`config.mk`:
```
export PLATFORM = sky130hd
export DESIGN_NAME = mem_arbiter
export DESIGN_NICKNAME = d
export VERILOG_FILES = /design/src/rtl/mem_arbiter_pkg.sv /design/src/rtl/mem_tag_table.sv /design/src/rtl/mem_arbiter.sv
export SDC_FILE = /design/constraint.sdc
export NUM_CORES = 1
export LEC_CHECK = 0
export BUFFER_PORTS_ARGS = -buffer_cell sky130_fd_sc_hd__clkbuf_2
export CORE_AREA = 2 2 177 179
export CTS_CLUSTER_DIAMETER = 120
export DETAILED_ROUTE_END_ITERATION = 10
export DIE_AREA = 0 0 179 181
export MAX_ROUTING_LAYER = met4
export PLACE_DENSITY = 0.52
export SKIP_CTS_REPAIR_TIMING = 1
export SYNTH_ARGS = -nofsm -noshare
export SYNTH_HDL_FRONTEND = slang
export SYNTH_SLANG_ARGS = --single-unit
```
`constraint.sdc`:
```
create_clock -name clk -period 2.8 [get_ports clk]
set_input_delay 0.14 -clock clk [delete_from_list [all_inputs] [get_ports clk]]
set_output_delay 0.14 -clock clk [all_outputs]
set_load 0.01 [all_outputs]
```
`src/rtl/mem_arbiter_pkg.sv`:
```
// -----------------------------------------------------------------------------
// mem_arbiter_pkg
// Shared definitions for the icache/dcache memory-port arbiter: bus command
// encodings, address/size/tag widths and the requester/owner enumerations.
// -----------------------------------------------------------------------------
package mem_arbiter_pkg;

    localparam int XLEN         = 32;
    localparam int MEM_SIZE_W   = 2;
    localparam int NUM_MEM_TAGS = 16;
    localparam int TAG_W        = $clog2(NUM_MEM_TAGS);

    localparam logic [1:0] BUS_NONE  = 2'h0;
    localparam logic [1:0] BUS_LOAD  = 2'h1;
    localparam logic [1:0] BUS_STORE = 2'h2;

    // Which cache owns an outstanding load tag.
    typedef enum logic {
        OWNER_ICACHE = 1'b0,
        OWNER_DCACHE = 1'b1
    } arb_owner_t;

    // Which requester, if any, drives the memory port this cycle.
    typedef enum logic [1:0] {
        SEL_NONE   = 2'd0,
        SEL_ICACHE = 2'd1,
        SEL_DCACHE = 2'd2
    } arb_sel_t;

endpackage

```
`src/rtl/mem_tag_table.sv`:
```
// -----------------------------------------------------------------------------
// mem_tag_table
// Tracks which requester owns each outstanding memory load tag.
//
// Ports:
//   clk, reset      clock; synchronous active-low reset clears all valid bits
//   alloc_en_i      record a newly accepted load
//   alloc_tag_i     tag returned by memory for that load
//   alloc_owner_i   requester that issued the load
//   free_en_i       a return is present on lookup_tag_i; retire the entry
//   lookup_tag_i    tag of the data coming back from memory
//   hit_o           lookup_tag_i is non-zero and currently owned
//   owner_o         owner of lookup_tag_i (meaningful only with hit_o)
//   busy_o          at least one tag is outstanding
//
// Lookup always reads the registered state, so a return and an allocate on
// the same tag in one cycle see the old owner; the allocate is applied after
// the free, leaving the entry valid with the new owner.
// -----------------------------------------------------------------------------
module mem_tag_table
    import mem_arbiter_pkg::*;
#(
    parameter int NUM_TAGS = NUM_MEM_TAGS,
    localparam int TW      = $clog2(NUM_TAGS)
) (
    input  logic            clk,
    input  logic            reset,
    input  logic            alloc_en_i,
    input  logic [TW-1:0]   alloc_tag_i,
    input  arb_owner_t      alloc_owner_i,
    input  logic            free_en_i,
    input  logic [TW-1:0]   lookup_tag_i,
    output logic            hit_o,
    output arb_owner_t      owner_o,
    output logic            busy_o
);

    logic [NUM_TAGS-1:0] valid_q;
    logic [NUM_TAGS-1:0] valid_d;
    arb_owner_t          owner_q [NUM_TAGS];

    always_comb begin
        valid_d = valid_q;
        if (free_en_i) begin
            valid_d[lookup_tag_i] = 1'b0;
        end
        // Applied after the free so a same-tag allocate wins.
        if (alloc_en_i && (alloc_tag_i != '0)) begin
            valid_d[alloc_tag_i] = 1'b1;
        end
    end

    always_ff @(posedge clk) begin
        if (!reset) begin
            valid_q <= '0;
        end else begin
            valid_q <= valid_d;
        end
    end

    // Owner bits are qualified by valid, so they need no reset.
    always_ff @(posedge clk) begin
        if (alloc_en_i && (alloc_tag_i != '0)) begin
            owner_q[alloc_tag_i] <= alloc_owner_i;
        end
    end

    assign hit_o   = (lookup_tag_i != '0) && valid_q[lookup_tag_i];
    assign owner_o = owner_q[lookup_tag_i];
    assign busy_o  = |valid_q;

endmodule

```
`src/rtl/mem_arbiter.sv`:
```
// -----------------------------------------------------------------------------
// mem_arbiter
// Shares one memory port between the icache and the dcache. Requests and
// returns pass through combinationally; only the tag-owner table, the icache
// starvation counter and the sticky tag_error flag are registered.
//
// Ports:
//   clk, reset              clock; synchronous active-low reset
//   icache2arb_*            icache request (addr, command, size)
//   dcache2arb_*            dcache request (addr, data, command, size)
//   arb2icache_*            accept tag, return data and return tag to icache
//   arb2dcache_*            accept tag, return data and return tag to dcache
//   proc2mem_*              forwarded request to memory
//   mem2proc_*              memory accept tag, return data and return tag
//   tag_error               sticky: a return arrived on an unowned tag
//   busy                    at least one load tag is outstanding
//
// The dcache wins by default. After STARVE_LIMIT consecutive cycles in which
// the icache was denied, the icache is preferred until memory accepts it.
// -----------------------------------------------------------------------------
module mem_arbiter
    import mem_arbiter_pkg::*;
#(
    parameter int STARVE_LIMIT = 4,
    parameter int NUM_TAGS     = NUM_MEM_TAGS
) (
    input  logic                  clk,
    input  logic                  reset,

    input  logic [XLEN-1:0]       icache2arb_addr,
    input  logic [1:0]            icache2arb_command,
    input  logic [MEM_SIZE_W-1:0] icache2arb_size,

    input  logic [XLEN-1:0]       dcache2arb_addr,
    input  logic [63:0]           dcache2arb_data,
    input  logic [1:0]            dcache2arb_command,
    input  logic [MEM_SIZE_W-1:0] dcache2arb_size,

    output logic [3:0]            arb2icache_response,
    output logic [63:0]           arb2icache_data,
    output logic [3:0]            arb2icache_tag,

    output logic [3:0]            arb2dcache_response,
    output logic [63:0]           arb2dcache_data,
    output logic [3:0]            arb2dcache_tag,

    output logic [XLEN-1:0]       proc2mem_addr,
    output logic [63:0]           proc2mem_data,
    output logic [1:0]            proc2mem_command,
    output logic [MEM_SIZE_W-1:0] proc2mem_size,

    input  logic [3:0]            mem2proc_response,
    input  logic [63:0]           mem2proc_data,
    input  logic [3:0]            mem2proc_tag,

    output logic                  tag_error,
    output logic                  busy
);

    localparam int CNT_W = $clog2(STARVE_LIMIT + 1);
    localparam logic [CNT_W-1:0] STARVE_MAX = CNT_W'(STARVE_LIMIT);

    logic [CNT_W-1:0] starve_q;
    logic [CNT_W-1:0] starve_d;
    logic             tag_error_q;
    logic             tag_error_d;

    logic             ic_req;
    logic             dc_req;
    arb_sel_t         sel;
    logic             alloc_en;
    arb_owner_t       alloc_owner;
    logic             free_en;
    logic             ret_hit;
    arb_owner_t       ret_owner;
    logic             tbl_busy;

    assign ic_req = (icache2arb_command != BUS_NONE);
    assign dc_req = (dcache2arb_command != BUS_NONE);

    // Grant: reset suppresses any selection, which in turn forces the memory
    // port idle and both accept responses to zero.
    always_comb begin
        sel = SEL_NONE;
        if (reset) begin
            if (ic_req && (!dc_req || (starve_q == STARVE_MAX))) begin
                sel = SEL_ICACHE;
            end else if (dc_req) begin
                sel = SEL_DCACHE;
            end
        end
    end

    // Request forwarding and accept routing.
    always_comb begin
        proc2mem_addr       = '0;
        proc2mem_data       = '0;
        proc2mem_command    = BUS_NONE;
        proc2mem_size       = '0;
        arb2icache_response = '0;
        arb2dcache_response = '0;
        case (sel)
            SEL_ICACHE: begin
                proc2mem_addr       = icache2arb_addr;
                proc2mem_command    = icache2arb_command;
                proc2mem_size       = icache2arb_size;
                arb2icache_response = mem2proc_response;
            end
            SEL_DCACHE: begin
                proc2mem_addr       = dcache2arb_addr;
                proc2mem_data       = dcache2arb_data;
                proc2mem_command    = dcache2arb_command;
                proc2mem_size       = dcache2arb_size;
                arb2dcache_response = mem2proc_response;
            end
            default: begin
            end
        endcase
    end

    // Only accepted loads get an owner; stores never come back.
    assign alloc_en    = (proc2mem_command == BUS_LOAD) && (mem2proc_response != '0);
    assign alloc_owner = (sel == SEL_ICACHE) ? OWNER_ICACHE : OWNER_DCACHE;
    assign free_en     = (mem2proc_tag != '0);

    mem_tag_table #(
        .NUM_TAGS      (NUM_TAGS)
    ) u_tag_table (
        .clk           (clk),
        .reset         (reset),
        .alloc_en_i    (alloc_en),
        .alloc_tag_i   (mem2proc_response),
        .alloc_owner_i (alloc_owner),
        .free_en_i     (free_en),
        .lookup_tag_i  (mem2proc_tag),
        .hit_o         (ret_hit),
        .owner_o       (ret_owner),
        .busy_o        (tbl_busy)
    );

    // Return routing: only the owner of a valid tag sees the data.
    always_comb begin
        arb2icache_tag  = '0;
        arb2icache_data = '0;
        arb2dcache_tag  = '0;
        arb2dcache_data = '0;
        if (reset && ret_hit) begin
            if (ret_owner == OWNER_ICACHE) begin
                arb2icache_tag  = mem2proc_tag;
                arb2icache_data = mem2proc_data;
            end else begin
                arb2dcache_tag  = mem2proc_tag;
                arb2dcache_data = mem2proc_data;
            end
        end
    end

    // Starvation counter: a refused icache-priority grant holds the count so
    // the icache keeps priority until memory finally accepts it.
    always_comb begin
        starve_d = starve_q;
        if (!ic_req) begin
            starve_d = '0;
        end else if (sel == SEL_ICACHE) begin
            if (mem2proc_response != '0) begin
                starve_d = '0;
            end
        end else if (sel == SEL_DCACHE) begin
            if (starve_q != STARVE_MAX) begin
                starve_d = starve_q + 1'b1;
            end
        end
    end

    assign tag_error_d = tag_error_q | (free_en && !ret_hit);

    always_ff @(posedge clk) begin
        if (!reset) begin
            starve_q    <= '0;
            tag_error_q <= 1'b0;
        end else begin
            starve_q    <= starve_d;
            tag_error_q <= tag_error_d;
        end
    end

    assign tag_error = tag_error_q;
    assign busy      = tbl_busy;

endmodule

```
## Word-level counts from Yosys, hierarchy flattened

Memories as Yosys holds them, arrays and structs flattened.
Index checks and enable logic that the tools add are counted.
Widths: inputs -> output; s select.

- Memory bits (writable): 16
- Word-level logic and storage cells: 71
- Register bits: 20
- Memories kept: 1
- Bits of input ports: 210

- Equal/unequal tests: 6
- Add/sub/neg operators: 1
- $lt $le $gt $ge: 4
- Bitwise logic cells: 4
- Reduce and logical (&&, ||, !) cells: 20
- Muxes and demuxes: 32

Memory list:

| name | depth | width | rd ports | clocked after memory_dff | wr ports | RTL line | RTL |
|---|---|---|---|---|---|---|---|
| u_tag_table.owner_q | 16 | 1 | 1 | 0 | 1 | mem_tag_table.sv:40 | `arb_owner_t owner_q [NUM_TAGS];` |

Operators with widths:

| operator | number |
|---|---|
| $mux 64 | 5 |
| $pmux 32 s2 | 1 |
| $mux 16 | 2 |
| $mux 4 | 6 |
| $and 16x16->16 | 1 |
| $not 16->16 | 1 |
| $or 16x16->16 | 1 |
| $reduce_or 16->1 | 1 |
| $mux 3 | 4 |
| $lt 4x5->1 const B | 2 |
| $demux 1 s4 | 2 |
| $ge 4x1->1 const B | 2 |
| $logic_and 1x1->1 | 8 |
| $pmux 2 s2 | 2 |
| $reduce_bool 2->1 | 4 |
| $reduce_bool 4->1 | 2 |
| $mux 1 | 6 |
| $mux 2 | 3 |
| $bmux 1 s4 | 1 |
| $eq 2x1->1 const B | 2 |
| $add 3x1->3 const B | 1 |
| $eq 3x3->1 const B | 1 |
| $ne 3x3->1 const B | 1 |
| $reduce_and 3->1 | 1 |
| 6 further kinds | 7 |

## Depth between registers and ports, before layout

Gate-level depths: netlist (run 1).

- Depth after elaboration: 13
- Depth in mapped cells: 11

## Hierarchy

Synthesis (run 1) repeated with hierarchy kept, for this count alone.

- Cell total of the unflattened synthesis: 488
- Area total of the unflattened synthesis: 3,763.6 µm²

By module, submodules not included:

| module | times used | sequential area each (µm²) | cells each | area an instance (µm²) |
|---|---|---|---|---|
| mem_arbiter | 1 | 80.1 | 360 | 2,208.4 |
| mem_tag_table | 1 | 800.8 | 128 | 1,555.2 |

## Least setup slack after synthesis (run 1)

No wires, ideal clock.

- Path kind: reg-to-reg
- Start point: reg starve_q[0]
- End point: mem u_tag_table.owner_q[4] (netlist bit), enable pin
- Clock period less this slack: 2,731 ps
- Path slack: 69 ps
- Required time: 2,510 ps
- Path buffers: 1
- Data arrival time: 2,441 ps
- Stages on the path, launching flop included: 12
- Cells stage by stage: dfxtp_1 > inv_1 > ha_1 > and2_1 > o21bai_1 > inv_1 > ha_1 > buf_2 > a22o_1 > or4_1 > or3_1 > inv_1

- Word-level cells in the longest chain between the ends: 12
- Elaborated cells between the ends (all ways): 13
- Classes of those cells: eq/ne: 4; mux: 5; reduce/logical: 4

Ends and longest elaborated chain:

| element | RTL line | RTL |
|---|---|---|
| start: declaration | mem_arbiter.sv:63 | `logic [CNT_W-1:0] starve_q;` |
| start signal: assignment | mem_arbiter.sv:182 | `starve_q <= starve_d;` |
| $eq 3x3->1 (*) | mem_arbiter.sv:86 | `if (ic_req && (!dc_req \|\| (starve_q == STARVE_MAX))) begin` |
| $logic_or 1x1->1 (*) | mem_arbiter.sv:86 |  |
| $logic_and 1x1->1 (*) | mem_arbiter.sv:86 |  |
| $mux 2 (*) | mem_arbiter.sv:86 |  |
| $mux 2 (*) | mem_arbiter.sv:85 | `if (reset) begin` |
| $eq 2x2->1 / $eq 2x1->1 (equally long branches) | mem_arbiter.sv:102 | `case (sel)` |
| $pmux 2 s2 (*) | mem_arbiter.sv:102 |  |
| $eq 2x1->1 (*) | mem_arbiter.sv:122 | `assign alloc_en = (proc2mem_command == BUS_LOAD) && (mem2proc_response != '0);` |
| $logic_and 1x1->1 (*) | mem_arbiter.sv:122 |  |
| $logic_and 1x1->1 (*) | mem_tag_table.sv:63 | `if (alloc_en_i && (alloc_tag_i != '0)) begin` |
| $mux 1 (*) | mem_tag_table.sv:63 |  |
| $mux 1 (not written as such) (*) | mem_tag_table.sv:64 | `owner_q[alloc_tag_i] <= alloc_owner_i;` |
| end: declaration | mem_tag_table.sv:40 |  |

Mark *: on every way between the ends. The rest lies on a longest branch, timed or not.

## Final worst setup path (run 1)

Same ends and word-level chain as after synthesis.

==> results of run 1 <==
==> how the worst max path moves through the flow <==
| stage | start | endpoint |
|---|---|---|
| after floorplan | starve_q[0] | u_tag_table.owner_q[4] |
| after global placement | starve_q[0] | proc2mem_addr[10] |
| after detailed placement | starve_q[0] | proc2mem_addr[10] |
| after CTS | starve_q[0] | proc2mem_addr[10] |
| after global routing | starve_q[0] | u_tag_table.owner_q[2] |
| final | starve_q[0] | u_tag_table.owner_q[4] |
==> final cells by class <==
class	count	share of cell area, %
multi-input cells	467	39.8
repair buffers	480	36.9
flip-flops and latches	36	12.9
well taps	396	7.26
clock buffers	5	1.83
inverters	17	0.935
clock inverters	3	0.202
diodes	4	0.147
==> cells by family (layout without fill, tap and decap cells) <==
kind of cell	after synthesis	in the layout	synth area share, %
muxes	8	8	4.72
AOI/OAI and AO/OA	81	81	13.9
and+or+nand+nor	373	373	46.5
other	1	5	0.0924
adders and majority gates	4	4	1.23
buffers and inverters	83	505	11.8
DFF	36	36	21.7
==> critical path: stages, from the launching register on <==
cell,delay [ns]
dfxtp_1,0.35
inv_1,0.07
ha_1,0.22
and2_1,0.16
o21bai_1,0.20
inv_1,0.07
ha_2,0.20
a22o_1,0.21
or4_1,0.48
or3_1,0.34
inv_1,0.07
==> through the flow <==
step | setup TNS [ns] | utilization, %
after floorplan | 0 | -
after global placement | 0 | 21.9
after detailed placement | 0 | 21.9
after CTS | -1.45 | 22.4
after global routing | 0 | 22.5
final | 0 | 22.5
==> cell usage in the layout (no fill, tap or decap), drive strengths merged, types with 3 or more instances in the layout <==
cell type    n
clkbuf     460
nor3       137
nand2       77
and2        74
nor2        45
a22oi       36
buf         25
dfxtp       20
inv         17
o21ai       16
edfxtp      16
a21boi      12
mux4         8
nand3        7
nand2b       7
o21a         7
nor2b        5
diode        4
nor4         4
nand4        4
ha           4
nand3b       3
a21oi        3
clkinv       3
==> power by group through the flow <==
stage,logic [mW],clock network [mW],registers [mW]
finish,0.660,0.524,0.556
CTS,0.669,0.531,0.556
floorplan,0.322,0,0.566
detailed placement,0.666,0,0.567
global placement,0.663,0,0.566
global route,0.721,0.560,0.556
==> state kept, by name, summed over array words and instances, names as in the netlist <==
register and cells:
starve_q 3, tag_error 1, u_tag_table.owner_q 16, u_tag_table.valid_q 16
==> layer usage <==
layer / global-route usage [%] / vias to the layer above / share of wire [%]
li1: - / 2894 / -
met1: 14.4 / 2759 / 37
met2: 26.6 / 328 / 52
met3: 2.57 / 25 / 8.5
met4: 4.85 / 0 / 3.0
met5: - / - / 0
==> impl_results.md, run 1 <==
* Grt total ovfl at 0
* YS warnings at 0
* Pre-CTS setup slack at around 0.12 ns
* Total Die Area at between 30000 and 40000 um^2
* Layout cells sized above 1 at 49.8%
* CTS tree: done
* Worst setup SP type: register
* Clk_lat worst skew at 0.28 ns
* First-pass GRT wire length at ~34000 um
* Overall Power at 1.74 mW
* CTS buffer count at 5
* Max_slew headroom at a little over two fifths
* WHS Path Cells at 3
* Cell count after placement at about 1400
* Row count at 64
* Routed wire per std cell at 17.4 um
* Register area at 881 um^2
* Synth Net Count at 800
* Final hold violations at 0
* Setup ws final at 0.142 ns
* Top-count cell post-synth: nor3_1
* Die Width at 179 um
* Syn Area/Cell at 6.92 um^2
* Port Buffer Count at between 400 and 500
* Hold endpoint: u_tag_table.valid_q[6]
* Post-synth top area share at 16.9%
* Critical Path End Type: register
* Area leader, netlist: nor3_1
* WP data arrival at about 2.7 ns
* RR Startpoint: starve_q[0]
* Clock sinks at 36
* Core area at 30300 um^2
* Final setup fails at 0
* Max_cap viols at 0
* Hold Crit Start: reset
* Initial drt markers at between 200 and 300
* Cell Count, Final, Fillers Out at about 1400
* Drt drc at 0
* Total track usage at between 10% and 20%
* R2r endpoint: u_tag_table.owner_q[4]
* Hold slack at 0.299 ns
* Initial antenna violation count at 5
* Final GP Congestion at 0.874
* Reg2Reg Depth at 10
* Switching pwr at 590 uW
* Power density cells at 255 nW/um^2
* Critical path fanouts, max at 3
* Largest cells by area after synthesis: nor3_1 17%, edfxtp_1 12%, and2_1 11%
* Largest net degree at the start of global routing at 103
* Kind of critical path: reg2reg
* Synth Cell Area at between 4000 and 5000 um^2
* First drt pass iteration count at 5
* P_leak at 3.45 nW
* R2R Setup Slk at 0.14 ns
* Worst-case clock buffer depth at 2
* Register area share after synthesis at 21.7%
* Area of the multi-input gates at 2720 um^2
* Most frequent cells after synthesis: 137 x nor3_1, 77 x nand2_1, 74 x and2_1
* Status: finished clean
* Area growth, synth to finish at 68.2%
* Via count at 6006
* Initial core utilization at 13.4%
* Synthesized flop and latch total at 36
* Total Wirelength at 24400 um
* Max Slew Vio Count at 0
* RSZ-0062 raised after global routing: false
* Detail Route Antenna Nets at 0
* Via count of the first global-routing pass at approximately 5600
* Slew @ Worst Pin at 0.867 ns
* Worst min path class: in2reg
* CP Data Required Time at 2.80 ns
* Post-DP Area at 6660 um^2
* Final Cycle Share at 94.9%
* Sw frac at about a third
* Peak Freq at 0.376 GHz
* Post-Route Skew at 0.00404 ns
* Dpl hpwl at 21100 um
* Tmin final at between 2 and 3 ns
* Clock share of power at 30.1%
* Post-Syn Instances at 586
* Flop pwr share at 31.9%
* Fin area at 6820 um^2
* Worst-path clk slew at approximately 0.050 ns
* Worst VDD drop at between 200 and 250 uV
* Ys async rst share at 0%
* Ports at 456
* Combinational share of power at 38.0%
* Root Buffer: clkbuf_16
* Die Ht at between 150 and 200 um
* Net count, final at about 1200
* Internal power at 1.15 mW
* Library cells used by synthesis at 44
* Via-to-Cell Ratio at 4.27
* Number of synthesized flops with an enable pin at 16
* Fillers at 3524
* Synth Flop Type: dfxtp_1
* H-tree Lvls at 2
Power figures use the tool's default switching activity.
==> inputs of run 2 (changes only) <==
--- a/config.mk
+++ b/config.mk
@@ -7,12 +7,14 @@
 export LEC_CHECK = 0
 export BUFFER_PORTS_ARGS = -buffer_cell sky130_fd_sc_hd__clkbuf_2
-export CORE_AREA = 2 2 177 179
+export CAP_MARGIN = 20
+export CORE_AREA = 2 2 175 177
 export CTS_CLUSTER_DIAMETER = 120
 export DETAILED_ROUTE_END_ITERATION = 10
-export DIE_AREA = 0 0 179 181
+export DIE_AREA = 0 0 177 179
 export MAX_ROUTING_LAYER = met4
-export PLACE_DENSITY = 0.52
+export PLACE_DENSITY = 0.51
 export SKIP_CTS_REPAIR_TIMING = 1
 export SYNTH_ARGS = -nofsm -noshare
 export SYNTH_HDL_FRONTEND = slang
+export SYNTH_HIERARCHICAL = 1
 export SYNTH_SLANG_ARGS = --single-unit
==> constraint.sdc (replaced) <==
create_clock -name clk -period 2.8 [get_ports clk]
set_input_delay 0.14 -clock clk [delete_from_list [all_inputs] [get_ports clk]]
set_output_delay 0.14 -clock clk [all_outputs]
set_load 0.005 [all_outputs]
==> run 2 against run 1 <==
  * Die area shrank 2.2%
  * Area after synthesis shrank 7.2%
  * Total power shrank 5.7%
  * Sequential share of layout area grew 0.31 points
  * Largest cell class unchanged
  * Largest power group is now clock
  * Highest routed layer unchanged
==> impl_results.md, run 2 <==
* Status: finished clean
* Cell Count, Final, Fillers Out at approximately 1300
* Dpl hpwl at approximately 21000 um
* Max_cap viols at 0
* Final hold violations at 0
* Worst-case clock buffer depth at 2
* CTS buffer count at 5
* Synth Net Count at 702
* Cell count after placement at 1307
* CTS tree: done
* Synth Cell Area at 3760 um^2
* Clk_lat worst skew at around 0.27 ns
* Total Wirelength at 23800 um
* Largest cells by area after synthesis: and2_1 35%, edfxtp_1 13%, dfxtp_1 11%
* Tmin final at 2.65 ns
* Total Die Area at 31700 um^2
* R2r endpoint: u_tag_table/owner_q[8]
* Post-Syn Instances at 488
* Met3 WL post-DR at 2040 um
* Worst Setup EP: u_tag_table/owner_q[8]
* Ports at 456
* Critical path's slowest cell: or3b_2
* Post-synth top area share at 34.6%
* Row count at 64
* Synth Flop Type: dfxtp_1
* Post-Route Skew at 0.00453 ns
* Most Frequent Cell on Critical Path: inv_1
* P_leak at about 3.5 nW
* CP Data Required Time at 2.78 ns
* Critical Path End Type: register
* Final setup fails at 0
* Routed met2 length at 12100 um
* Fillers at 3418
* Most frequent cells in the layout: 455 x clkbuf_2, 207 x and2_1, 49 x nor2_1
* YS warnings at 6
* Total track usage at between 10% and 20%
* Max stage delay on crit path at 0.50 ns
* Via count at 5179
* Final GP Congestion at 0.918
* Final Cycle Share at 94.7%
* Layout cells sized above 1 at between 50 and 60%
* Metal1 wirelength at roughly 9000 um
* CP Cell Sequence: inv_1 > ha_2 > nand2_1 > o221ai_2 > inv_1 > ha_4 > a22oi_2 > and3_2 > or3b_2 > nor2_1
* R2R Setup Slk at 0.15 ns
* Area growth, synth to finish at 77.0%
* DR top layer: met4
* First drt pass iteration count at 4
* Top Registers: u_tag_table/owner_q x16, u_tag_table/valid_q x16, starve_q x3
* Number of synthesized flops with an enable pin at 16
* Max_slew headroom at between 60% and 70%
* First-pass GRT wire length at 32400 um
* Die Width at 177 um
* Reg2Reg Depth at 10
* Drt drc at 0
* Synthesized flop and latch total at 36
* Initial drt markers at 185
* Initial antenna violation count at 7
* Critical path fanouts, max at 5
* Initial core utilization at 12.5%
* WP data arrival at 2.63 ns
* Top-count cell post-synth: and2_1
* Root Buffer: clkbuf_16
* Setup ws final at 0.149 ns
* Leading cell type in the layout, fill and taps excluded: clkbuf_2
* Routed wire per std cell at 18.0 um
* Worst min path class: in2reg
* Worst-path clk slew at roughly 0.05 ns
* Worst VDD drop at approximately 210 uV
* H-tree Lvls at 2
* Port Buffer Count at 455
* Slew @ Worst Pin at 0.525 ns
* Critical Path Start: starve_q[1]
* Clock sinks at 36
* Largest net degree at the start of global routing at 103
* Via count of the first global-routing pass at 4908
* RR Startpoint: starve_q[1]
* Net count, final at 1132
* Ys async rst share at 0%
* Peak Freq at 0.377 GHz
* Detail Route Antenna Nets at 0
* Grt total ovfl at 0
* Library cells used by synthesis at 46
* Hold Crit Start: icache2arb_command[0]
* Pre-CTS setup slack at 0.0335 ns
* Power density cells at 246 nW/um^2
* Register area share after synthesis at 23.4%
* Area leader, netlist: and2_1
* Most frequent cells after synthesis: 208 x and2_1, 51 x nor2_1, 36 x a22oi_1
* Kind of critical path: reg2reg
* Via-to-Cell Ratio at 3.92
* Worst setup SP type: register
* Max Slew Vio Count at 0
* Core area at 30000 um^2
* Syn Area/Cell at 7.71 um^2
* Die Ht at 179 um
## run 2: worst min path at each step
stage / endpoint / cells after the start
finish: starve_q[1] / 3
detailed placement: tag_error / 2
global placement: u_tag_table/valid_q[0] / 1
global route: starve_q[1] / 3
floorplan: u_tag_table/valid_q[11] / 1
CTS: starve_q[1] / 3
## run 2: routing by layer
metal  vias to the layer above  track usage [%]
met5                         -                -
met4                         0             4.79
met3                        16             3.67
met2                       297             25.8
met1                      2360             15.4
li1                       2506                -
## run 2: critical path: cells and delay by family (launching register included)
family          cells  cell delay [ns]
flops               1             0.33
fa+ha+maj           2             0.40
buf+inv             2             0.20
compound gates      2             0.41
simple gates        4             1.01
## run 2: cell families (layout without fill, tap and decap cells)
group | after synthesis | in the layout | share of synthesized area [%]
AO/OA/AOI/OAI | 80 | 80 | 15.6
adder cells (fa/ha/maj) | 4 | 4 | 1.33
buffers and inverters | 48 | 479 | 5.72
flip-flops | 36 | 36 | 23.4
multiplexers | 12 | 12 | 6.12
other | 1 | 7 | 0.0996
AND/OR/NAND/NOR | 307 | 307 | 47.7
## run 2: cell type report
cell class                 count  area (um^2)  area share [%]
antenna                        6         15.0           0.225
tap                          396          495            7.44
clock buffer                   6          139            2.09
multi-input combinational    404         2720            40.9
clock inverter                 2         13.8           0.207
sequential                    36          881            13.2
inverter                       8         30.0           0.451
timing repair buffer         463         2360            35.5
## run 2: report_power, final
| group | switching (mW) | internal [mW] | leakage, nW | total [mW] |
|---|---|---|---|---|
| Combinational | 0.282 | 0.247 | 3.15 | 0.529 |
| Clock | 0.202 | 0.355 | 0.0773 | 0.557 |
| Sequential | 0.00267 | 0.552 | 0.312 | 0.554 |
## run 2: through the flow
stage                     setup TNS [ns]  utilization, %  area [um^2]  hold WS (ns)  total power, mW
final                                  0            22.2         6660         0.248             1.64
after detailed placement               0            21.5         6460         0.481             1.10
after CTS                         -0.375            22.0         6610         0.254             1.66
after floorplan                        0               -         3760         0.257            0.760
after global placement                 0            21.5         6460         0.475             1.10
after global routing             -0.0116            22.2         6660         0.325             1.74
